==> config.mk <==
export PLATFORM = sky130hd
export DESIGN_NAME = poly_feeder
export DESIGN_NICKNAME = d
export VERILOG_FILES = /design/src/rtl/poly_feeder_pkg.sv /design/src/rtl/poly_feeder_buf.sv /design/src/rtl/poly_feeder.sv
export SDC_FILE = /design/constraint.sdc
export NUM_CORES = 1
export LEC_CHECK = 0
export ABC_AREA = 0
export CORE_UTILIZATION = 40
export DETAILED_ROUTE_END_ITERATION = 6
export DONT_BUFFER_PORTS = 1
export PLACE_DENSITY = 0.61
export SYNTH_ARGS = -nofsm -noshare
export SYNTH_HDL_FRONTEND = slang
export SYNTH_HIERARCHICAL = 1
export SYNTH_SLANG_ARGS = --single-unit
==> constraint.sdc <==
create_clock -name clk -period 8 [get_ports clk]
set_input_delay 1.2 -clock clk [delete_from_list [all_inputs] [get_ports clk]]
set_output_delay 1.2 -clock clk [all_outputs]
set_load 0.005 [all_outputs]
==> src/rtl/poly_feeder_pkg.sv <==
// -----------------------------------------------------------------------------
// poly_feeder_pkg
// Shared Kyber constants, coefficient widths, the feeder state encoding and the
// coefficient-store helper used by poly_feeder.
//
// Build option: POLY_FEEDER_REDUCE_EN
//   defined   -> stored value is v-3329 when v >= 3329, else v
//   undefined -> stored value is v unmodified (no subtractor built)
// -----------------------------------------------------------------------------
package poly_feeder_pkg;

   localparam int unsigned COEF_W = 16;
   localparam int unsigned VAL_W  = 12;

   localparam logic [VAL_W-1:0] KYBER_Q = 12'd3329;

   typedef enum logic [1:0] {
      ST_IDLE  = 2'd0,
      ST_FILL  = 2'd1,
      ST_DRAIN = 2'd2,
      ST_KICK  = 2'd3
   } state_t;

   // Convert the 12-bit input value into the 16-bit word kept in the buffer.
   // A 12-bit value is always below 2q, so one conditional subtract suffices.
   function automatic logic [COEF_W-1:0] coef_store(input logic [VAL_W-1:0] v);
      logic [COEF_W-1:0] res;
`ifdef POLY_FEEDER_REDUCE_EN
      if (v >= KYBER_Q) begin
         res = {4'd0, v - KYBER_Q};
      end else begin
         res = {4'd0, v};
      end
`else
      res = {4'd0, v};
`endif
      return res;
   endfunction

   // True when any of the reserved upper bits of a coefficient word is set.
   function automatic logic coef_has_junk(input logic [COEF_W-1:0] w);
      return (w[COEF_W-1:VAL_W] != 4'd0);
   endfunction

endpackage : poly_feeder_pkg

==> src/rtl/poly_feeder_buf.sv <==
// -----------------------------------------------------------------------------
// poly_buf
// N x 16 coefficient buffer (N = 2^DEPTH) with one write port and two
// registered read ports returning the even/odd pair at addresses 2k and 2k+1.
//
// Ports:
//   clk, reset      clock, asynchronous active-low reset (clears read regs)
//   wr_en/wr_addr/wr_data   write port
//   rd_en           load the read registers this cycle (otherwise they hold)
//   rd_addr_even    even address 2k of the pair to read
//   rd_even/rd_odd  registered words at 2k and 2k+1
// -----------------------------------------------------------------------------
module poly_buf
   import poly_feeder_pkg::*;
#(
   parameter int unsigned DEPTH = 4
) (
   input  logic              clk,
   input  logic              reset,
   input  logic              wr_en,
   input  logic [DEPTH-1:0]  wr_addr,
   input  logic [COEF_W-1:0] wr_data,
   input  logic              rd_en,
   input  logic [DEPTH-1:0]  rd_addr_even,
   output logic [COEF_W-1:0] rd_even,
   output logic [COEF_W-1:0] rd_odd
);

   localparam int unsigned N = 1 << DEPTH;

   logic [COEF_W-1:0] mem_q [N];
   logic [DEPTH-1:0]  rd_addr_odd;
   logic [COEF_W-1:0] rd_even_d, rd_even_q;
   logic [COEF_W-1:0] rd_odd_d,  rd_odd_q;

   assign rd_addr_odd = {rd_addr_even[DEPTH-1:1], 1'b1};

   // Storage array; contents are don't-care after reset, so no reset here.
   always_ff @(posedge clk) begin
      if (wr_en) begin
         mem_q[wr_addr] <= wr_data;
      end
   end

   // Read data with write-forwarding so a pair may be read in the same cycle
   // its last word is written (matters only for very small DEPTH).
   always_comb begin
      rd_even_d = mem_q[rd_addr_even];
      rd_odd_d  = mem_q[rd_addr_odd];
      if (wr_en && (wr_addr == rd_addr_even)) begin
         rd_even_d = wr_data;
      end else begin
         rd_even_d = mem_q[rd_addr_even];
      end
      if (wr_en && (wr_addr == rd_addr_odd)) begin
         rd_odd_d = wr_data;
      end else begin
         rd_odd_d = mem_q[rd_addr_odd];
      end
   end

   // Read registers: load on rd_en, otherwise hold the last pair.
   always_ff @(posedge clk or negedge reset) begin
      if (!reset) begin
         rd_even_q <= 16'd0;
         rd_odd_q  <= 16'd0;
      end else if (rd_en) begin
         rd_even_q <= rd_even_d;
         rd_odd_q  <= rd_odd_d;
      end
   end

   assign rd_even = rd_even_q;
   assign rd_odd  = rd_odd_q;

endmodule : poly_buf

==> src/rtl/poly_feeder.sv <==
// -----------------------------------------------------------------------------
// poly_feeder
// Collects N = 2^DEPTH coefficients over a valid/ready input, then streams them
// to a downstream NTT as N/2 back-to-back (odd, even, index) pairs and finally
// pulses ntt_set for one cycle.  FSM: IDLE -> FILL -> DRAIN -> KICK -> IDLE.
//
// Build option: POLY_FEEDER_REDUCE_EN (conditional subtract of q on store).
//
// Ports:
//   clk, reset               clock, asynchronous active-low reset
//   start                    load request, honoured only in IDLE
//   in_valid/in_ready/in_coef coefficient input handshake
//   readin                   pair valid on ntt_din_1/ntt_din_2/in_index
//   ntt_din_1/ntt_din_2      odd / even coefficient of the pair
//   in_index                 even index of the pair
//   ntt_set                  one-cycle start pulse to the NTT
//   busy                     high outside IDLE
//   err                      sticky: reserved bits seen since last start
// -----------------------------------------------------------------------------
module poly_feeder
   import poly_feeder_pkg::*;
#(
   parameter int unsigned DEPTH = 4
) (
   input  logic              clk,
   input  logic              reset,
   input  logic              start,
   input  logic              in_valid,
   output logic              in_ready,
   input  logic [COEF_W-1:0] in_coef,
   output logic              readin,
   output logic [COEF_W-1:0] ntt_din_1,
   output logic [COEF_W-1:0] ntt_din_2,
   output logic [DEPTH-1:0]  in_index,
   output logic              ntt_set,
   output logic              busy,
   output logic              err
);

   localparam logic [DEPTH-1:0] WPTR_LAST = DEPTH'((1 << DEPTH) - 1);
   localparam logic [DEPTH-1:0] PAIR_LAST = DEPTH'((1 << (DEPTH - 1)) - 1);

   state_t            state_d, state_q;
   logic [DEPTH-1:0]  wptr_d, wptr_q;
   logic [DEPTH-1:0]  pair_d, pair_q;
   logic [DEPTH-1:0]  index_d, index_q;
   logic              in_ready_d, in_ready_q;
   logic              readin_d, readin_q;
   logic              ntt_set_d, ntt_set_q;
   logic              busy_d, busy_q;
   logic              err_d, err_q;

   logic              accept;
   logic              rd_en;
   logic [DEPTH-1:0]  rd_addr;
   logic [DEPTH-1:0]  pair_next;
   logic [DEPTH-1:0]  index_next;
   logic [COEF_W-1:0] wr_data;

   assign accept     = (state_q == ST_FILL) && in_valid && in_ready_q;
   assign wr_data    = coef_store(in_coef[VAL_W-1:0]);
   assign pair_next  = pair_q + 1'b1;
   assign index_next = DEPTH'({pair_next, 1'b0});

   // Next-state and next-output logic; outputs are computed for the coming
   // state so every output comes straight from a flop.
   always_comb begin
      state_d    = state_q;
      wptr_d     = wptr_q;
      pair_d     = pair_q;
      index_d    = index_q;
      in_ready_d = in_ready_q;
      readin_d   = readin_q;
      ntt_set_d  = 1'b0;
      busy_d     = busy_q;
      err_d      = err_q;
      rd_en      = 1'b0;
      rd_addr    = index_q;

      case (state_q)
         ST_IDLE: begin
            if (start) begin
               state_d    = ST_FILL;
               wptr_d     = {DEPTH{1'b0}};
               pair_d     = {DEPTH{1'b0}};
               err_d      = 1'b0;
               in_ready_d = 1'b1;
               busy_d     = 1'b1;
            end else begin
               state_d    = ST_IDLE;
            end
         end

         ST_FILL: begin
            if (accept) begin
               wptr_d = wptr_q + 1'b1;
               if (coef_has_junk(in_coef)) begin
                  err_d = 1'b1;
               end else begin
                  err_d = err_q;
               end
               // Last word: prefetch pair 0 so it is on the outputs next cycle.
               if (wptr_q == WPTR_LAST) begin
                  state_d    = ST_DRAIN;
                  in_ready_d = 1'b0;
                  pair_d     = {DEPTH{1'b0}};
                  index_d    = {DEPTH{1'b0}};
                  rd_en      = 1'b1;
                  rd_addr    = {DEPTH{1'b0}};
                  readin_d   = 1'b1;
               end else begin
                  state_d    = ST_FILL;
               end
            end else begin
               state_d = ST_FILL;
            end
         end

         ST_DRAIN: begin
            if (pair_q == PAIR_LAST) begin
               state_d   = ST_KICK;
               readin_d  = 1'b0;
               ntt_set_d = 1'b1;
            end else begin
               pair_d    = pair_next;
               index_d   = index_next;
               rd_en     = 1'b1;
               rd_addr   = index_next;
               readin_d  = 1'b1;
            end
         end

         ST_KICK: begin
            state_d   = ST_IDLE;
            busy_d    = 1'b0;
            readin_d  = 1'b0;
         end

         default: begin
            state_d    = ST_IDLE;
            in_ready_d = 1'b0;
            readin_d   = 1'b0;
            busy_d     = 1'b0;
         end
      endcase
   end

   // State and registered outputs.
   always_ff @(posedge clk or negedge reset) begin
      if (!reset) begin
         state_q    <= ST_IDLE;
         wptr_q     <= {DEPTH{1'b0}};
         pair_q     <= {DEPTH{1'b0}};
         index_q    <= {DEPTH{1'b0}};
         in_ready_q <= 1'b0;
         readin_q   <= 1'b0;
         ntt_set_q  <= 1'b0;
         busy_q     <= 1'b0;
         err_q      <= 1'b0;
      end else begin
         state_q    <= state_d;
         wptr_q     <= wptr_d;
         pair_q     <= pair_d;
         index_q    <= index_d;
         in_ready_q <= in_ready_d;
         readin_q   <= readin_d;
         ntt_set_q  <= ntt_set_d;
         busy_q     <= busy_d;
         err_q      <= err_d;
      end
   end

   poly_buf #(
      .DEPTH (DEPTH)
   ) u_buf (
      .clk          (clk),
      .reset        (reset),
      .wr_en        (accept),
      .wr_addr      (wptr_q),
      .wr_data      (wr_data),
      .rd_en        (rd_en),
      .rd_addr_even (rd_addr),
      .rd_even      (ntt_din_2),
      .rd_odd       (ntt_din_1)
   );

   assign in_ready = in_ready_q;
   assign readin   = readin_q;
   assign in_index = index_q;
   assign ntt_set  = ntt_set_q;
   assign busy     = busy_q;
   assign err      = err_q;

endmodule : poly_feeder

==> impl_metrics.env <==
export IMPL_yosysSeqAreaShare=0.7051
export IMPL_die_w_um=180.3
export IMPL_worstPathRequired_ns=8.41
export IMPL_wl_per_cell_um=23.53
export IMPL_arrival_ns=4.66
export IMPL_relSlewSlack=0.3033
export IMPL_syn_area_per_cell_um2=17.90
export IMPL_post_cts_setup_buffers=0
export IMPL_grt_first_pass_wirelength_mm=43.04
export IMPL_final_cells=1215
export IMPL_htreeDepth=1
export IMPL_max_stage_delay_ns=0.71
export IMPL_cts_sinks=307
export IMPL_synth_warnings=6
export IMPL_startpoint_type="flop"
export IMPL_cts_root_buf="clkbuf_16"
export IMPL_leakage_nw=4.867
export IMPL_tritoncts="built"
export IMPL_drive_gt1_frac=0.1758
export IMPL_crit_buf_inv=2
export IMPL_place_ws_ns=3.456
export IMPL_place_inst=1157
export IMPL_n_antenna_cell=0
export IMPL_synth_top_flop_cell="edfxtp_1"
export IMPL_fin_setup_tns_ns=0
export IMPL_ys_top_cells_by_area="edfxtp_1 (60%), dfrtp_1 (10%), mux4_2 (8.1%), mux4_1 (3.7%), mux2_2 (1.3%)"
export IMPL_max_freq_mhz=235.3
export IMPL_port_buffers=0
export IMPL_clk_latency_ns=0.56
export IMPL_route_detailed_drc=0
export IMPL_start_util=0.4113
export IMPL_synthesis_instances=710
export IMPL_synth_top_cell_area_share=0.6047
export IMPL_cts_buffer_depth=3
export IMPL_hp_class="in2async"
export IMPL_vias=6707
export IMPL_async_reset_ff_frac=0.1661
export IMPL_synthToLayoutAreaGrowth_pct=12.81
export IMPL_fillers=2636
export IMPL_finalClockSkew_ns=0.01695
export IMPL_num_rows=64
export IMPL_clk_pin_slew_ns=0.06
export IMPL_finalCritPeriodShare=0.5312
export IMPL_multi_input_area_um2=3710
export IMPL_synth_edf_count=256
export IMPL_place_congestion=0.7511
export IMPL_yosysUniqueCellTypes=60
export IMPL_timing_final_ws_setup_ns=3.751
export IMPL_rsz0062_at_grt="no"
export IMPL_ys_ff_latch=307
export IMPL_synth_area_leader_cell="edfxtp_1"
export IMPL_grt_antenna_before_repair=0
export IMPL_first_pass_iters=6
export IMPL_cts_resized=0
export IMPL_r2r_setup_slack_ns=3.75
export IMPL_antenna_left=0
export IMPL_status="complete, no violations"
export IMPL_setup_worst_path_end_class="flop"
export IMPL_syn_cell_area_um2=12710
export IMPL_fin_nets=821
export IMPL_rr_worst_depth=10
export IMPL_routed_wl_mm=28.59
export IMPL_finalSetupViolCount=0
export IMPL_numCtsBuffers=31
export IMPL_critPathTopFamily="compound AO/OA/AOI/OAI gates"
export IMPL_dr_first_iter_drc_count=596
export IMPL_worst_pin_slew_ns=1.044
export IMPL_die_h_um=180.3
export IMPL_vias_per_cell=5.520
export IMPL_path_cells="inv_1, ha_1, o21a_1, nand2b_1, a22o_4, buf_4, mux4_1, mux2_2, a222oi_1, a21oi_1"
export IMPL_die_area_um2=32500
export IMPL_core_area_um2=30910
export IMPL_grtUsageTotal=0.1778
export IMPL_io_pins=61
export IMPL_critical_path_max_fanout=39
export IMPL_grt_max_degree=66
export IMPL_cts_hold_buf=0
export IMPL_overflow=0
export IMPL_finalCriticalPeriod_ns=4.249
export IMPL_drv_slew=0
export IMPL_powerDensity_nw_per_um2=245.9
export IMPL_dp_final_hpwl_mm=16.76
export IMPL_grt_pass1_vias=6743
export IMPL_hold_viol_final=0
export IMPL_path_class="reg2reg"
export IMPL_r2r_end="u_buf/rd_even[10]"
export IMPL_ir_worst_vdd_v=0.0001817
export IMPL_register_area_um2=8964
export IMPL_cpMaxStageDelayCell="buf_4"
export IMPL_maxCapViolations=0
[cell usage after synthesis (all sizes together), types with 2 or more instances]
cell / number
a21oi: 27
o22ai: 2
or3: 2
nand2: 41
edfxtp: 256
mux2i: 5
a31o: 9
a21boi: 2
nor2: 18
o21a: 3
clkbuf: 25
mux4: 64
o21ai: 11
a222oi: 7
xnor2: 3
nand4: 3
a22o: 2
mux2: 15
nand3b: 4
o31ai: 16
nand2b: 18
dfrtp: 51
xor2: 2
ha: 7
buf: 15
nand3: 10
nor2b: 13
a211o: 8
a22oi: 2
inv: 13
nor3: 23
o32ai: 14
[cells by family (layout without fill, tap and decap cells)]
family / Yosys count / count (layout) / synth area share
xor gates and xnor gates: 5 / 5 / 0.003446
and+or+nand+nor: 140 / 140 / 0.05630
DFF: 307 / 307 / 0.7051
AOI/OAI and AO/OA: 109 / 109 / 0.06329
muxes: 84 / 84 / 0.1359
buffers and inverters: 57 / 95 / 0.02874
adders and majority gates: 7 / 7 / 0.006889
other: 1 / 72 / 0.0002950
[report_power, final]
| part | internal (mW) | switching (mW) | total, mW |
|---|---|---|---|
| Sequential | 1.80 | 0.0287 | 1.83 |
| Clock | 0.765 | 0.585 | 1.35 |
| Combinational | 0.114 | 0.234 | 0.347 |
| Total | 2.68 | 0.848 | 3.53 |
[stage by stage]
stage | hold slack (ns) | cell area (µm²) | power (mW) | utilization
after global routing | 0.3125 | 14340 | 3.651 | 0.4639
after global placement | 0.5289 | 13390 | 2.195 | 0.4333
after floorplan | 0.4726 | 12980 | 2.099 | -
after detailed placement | 0.5378 | 13390 | 2.203 | 0.4333
final | 0.3390 | 14340 | 3.526 | 0.4639
after CTS | 0.3129 | 14340 | 3.552 | 0.4639
[worst max-delay path by stage]
stage               slack [ns]                end  startpoint  cells after the start
floorplan                 4.48  u_buf/mem_q[0][0]    in_valid                      3
global placement          3.50   u_buf/rd_even[5]    in_valid                      9
detailed placement        3.46   u_buf/rd_even[0]    in_valid                      9
CTS                       3.70   u_buf/rd_even[0]        flop                     10
global route              3.39  u_buf/rd_even[10]        flop                     10
finish                    3.75  u_buf/rd_even[10]        flop                     10
[layout by cell type (no fill, tap or decap), drive strengths merged, types with 3 or more instances in the layout]
master	n
a211o	8
a21oi	27
a222oi	7
a31o	9
buf	23
clkbuf	43
clkinv	12
conb	72
dfrtp	51
edfxtp	256
ha	7
inv	15
mux2	15
mux2i	5
mux4	64
nand2	41
nand2b	18
nand3	10
nand3b	4
nand4	3
nor2	18
nor2b	13
nor3	23
o21a	3
o21ai	11
o31ai	16
o32ai	14
xnor2	3
[layout make-up]
| class | instances | area share |
|---|---|---|
| Multi-Input combinational cell | 417 | 0.2587 |
| Clock buffer | 43 | 0.05863 |
| Clock inverter | 15 | 0.007329 |
| Inverter | 14 | 0.003665 |
| Timing Repair Buffer | 23 | 0.01204 |
| Tap cell | 396 | 0.03455 |
| Sequential cell | 307 | 0.6251 |
[registers in the layout, summed over array words and instances, names as in the netlist, named ones only]
register       cells
u_buf/rd_odd      16
wptr_q             4
u_buf/rd_even     16
u_buf/mem_q      256
pair_q             4
ntt_set            1
in_index           4
state_q            1
readin             1
busy               1
in_ready           1
err                1
[routing by layer]
layer,track usage,wire [µm],vias to the layer above
li1,-,-,2974
met1,0.2491,12660,3484
met2,0.2833,13400,203
met3,0.03779,1838,46
met4,0.04547,696,0
met5,0,0,-
[worst register-to-register path, cell delays in order (launching register included)]
cell and delay [ns]:
dfrtp_1 0.41, inv_1 0.11, ha_1 0.45, o21a_1 0.24, nand2b_1 0.25, a22o_4 0.48, buf_4 0.73, mux4_1 0.67
mux2_2 0.30, a222oi_1 0.36, a21oi_1 0.11
Note: power is estimated with default switching activity, not from simulation.
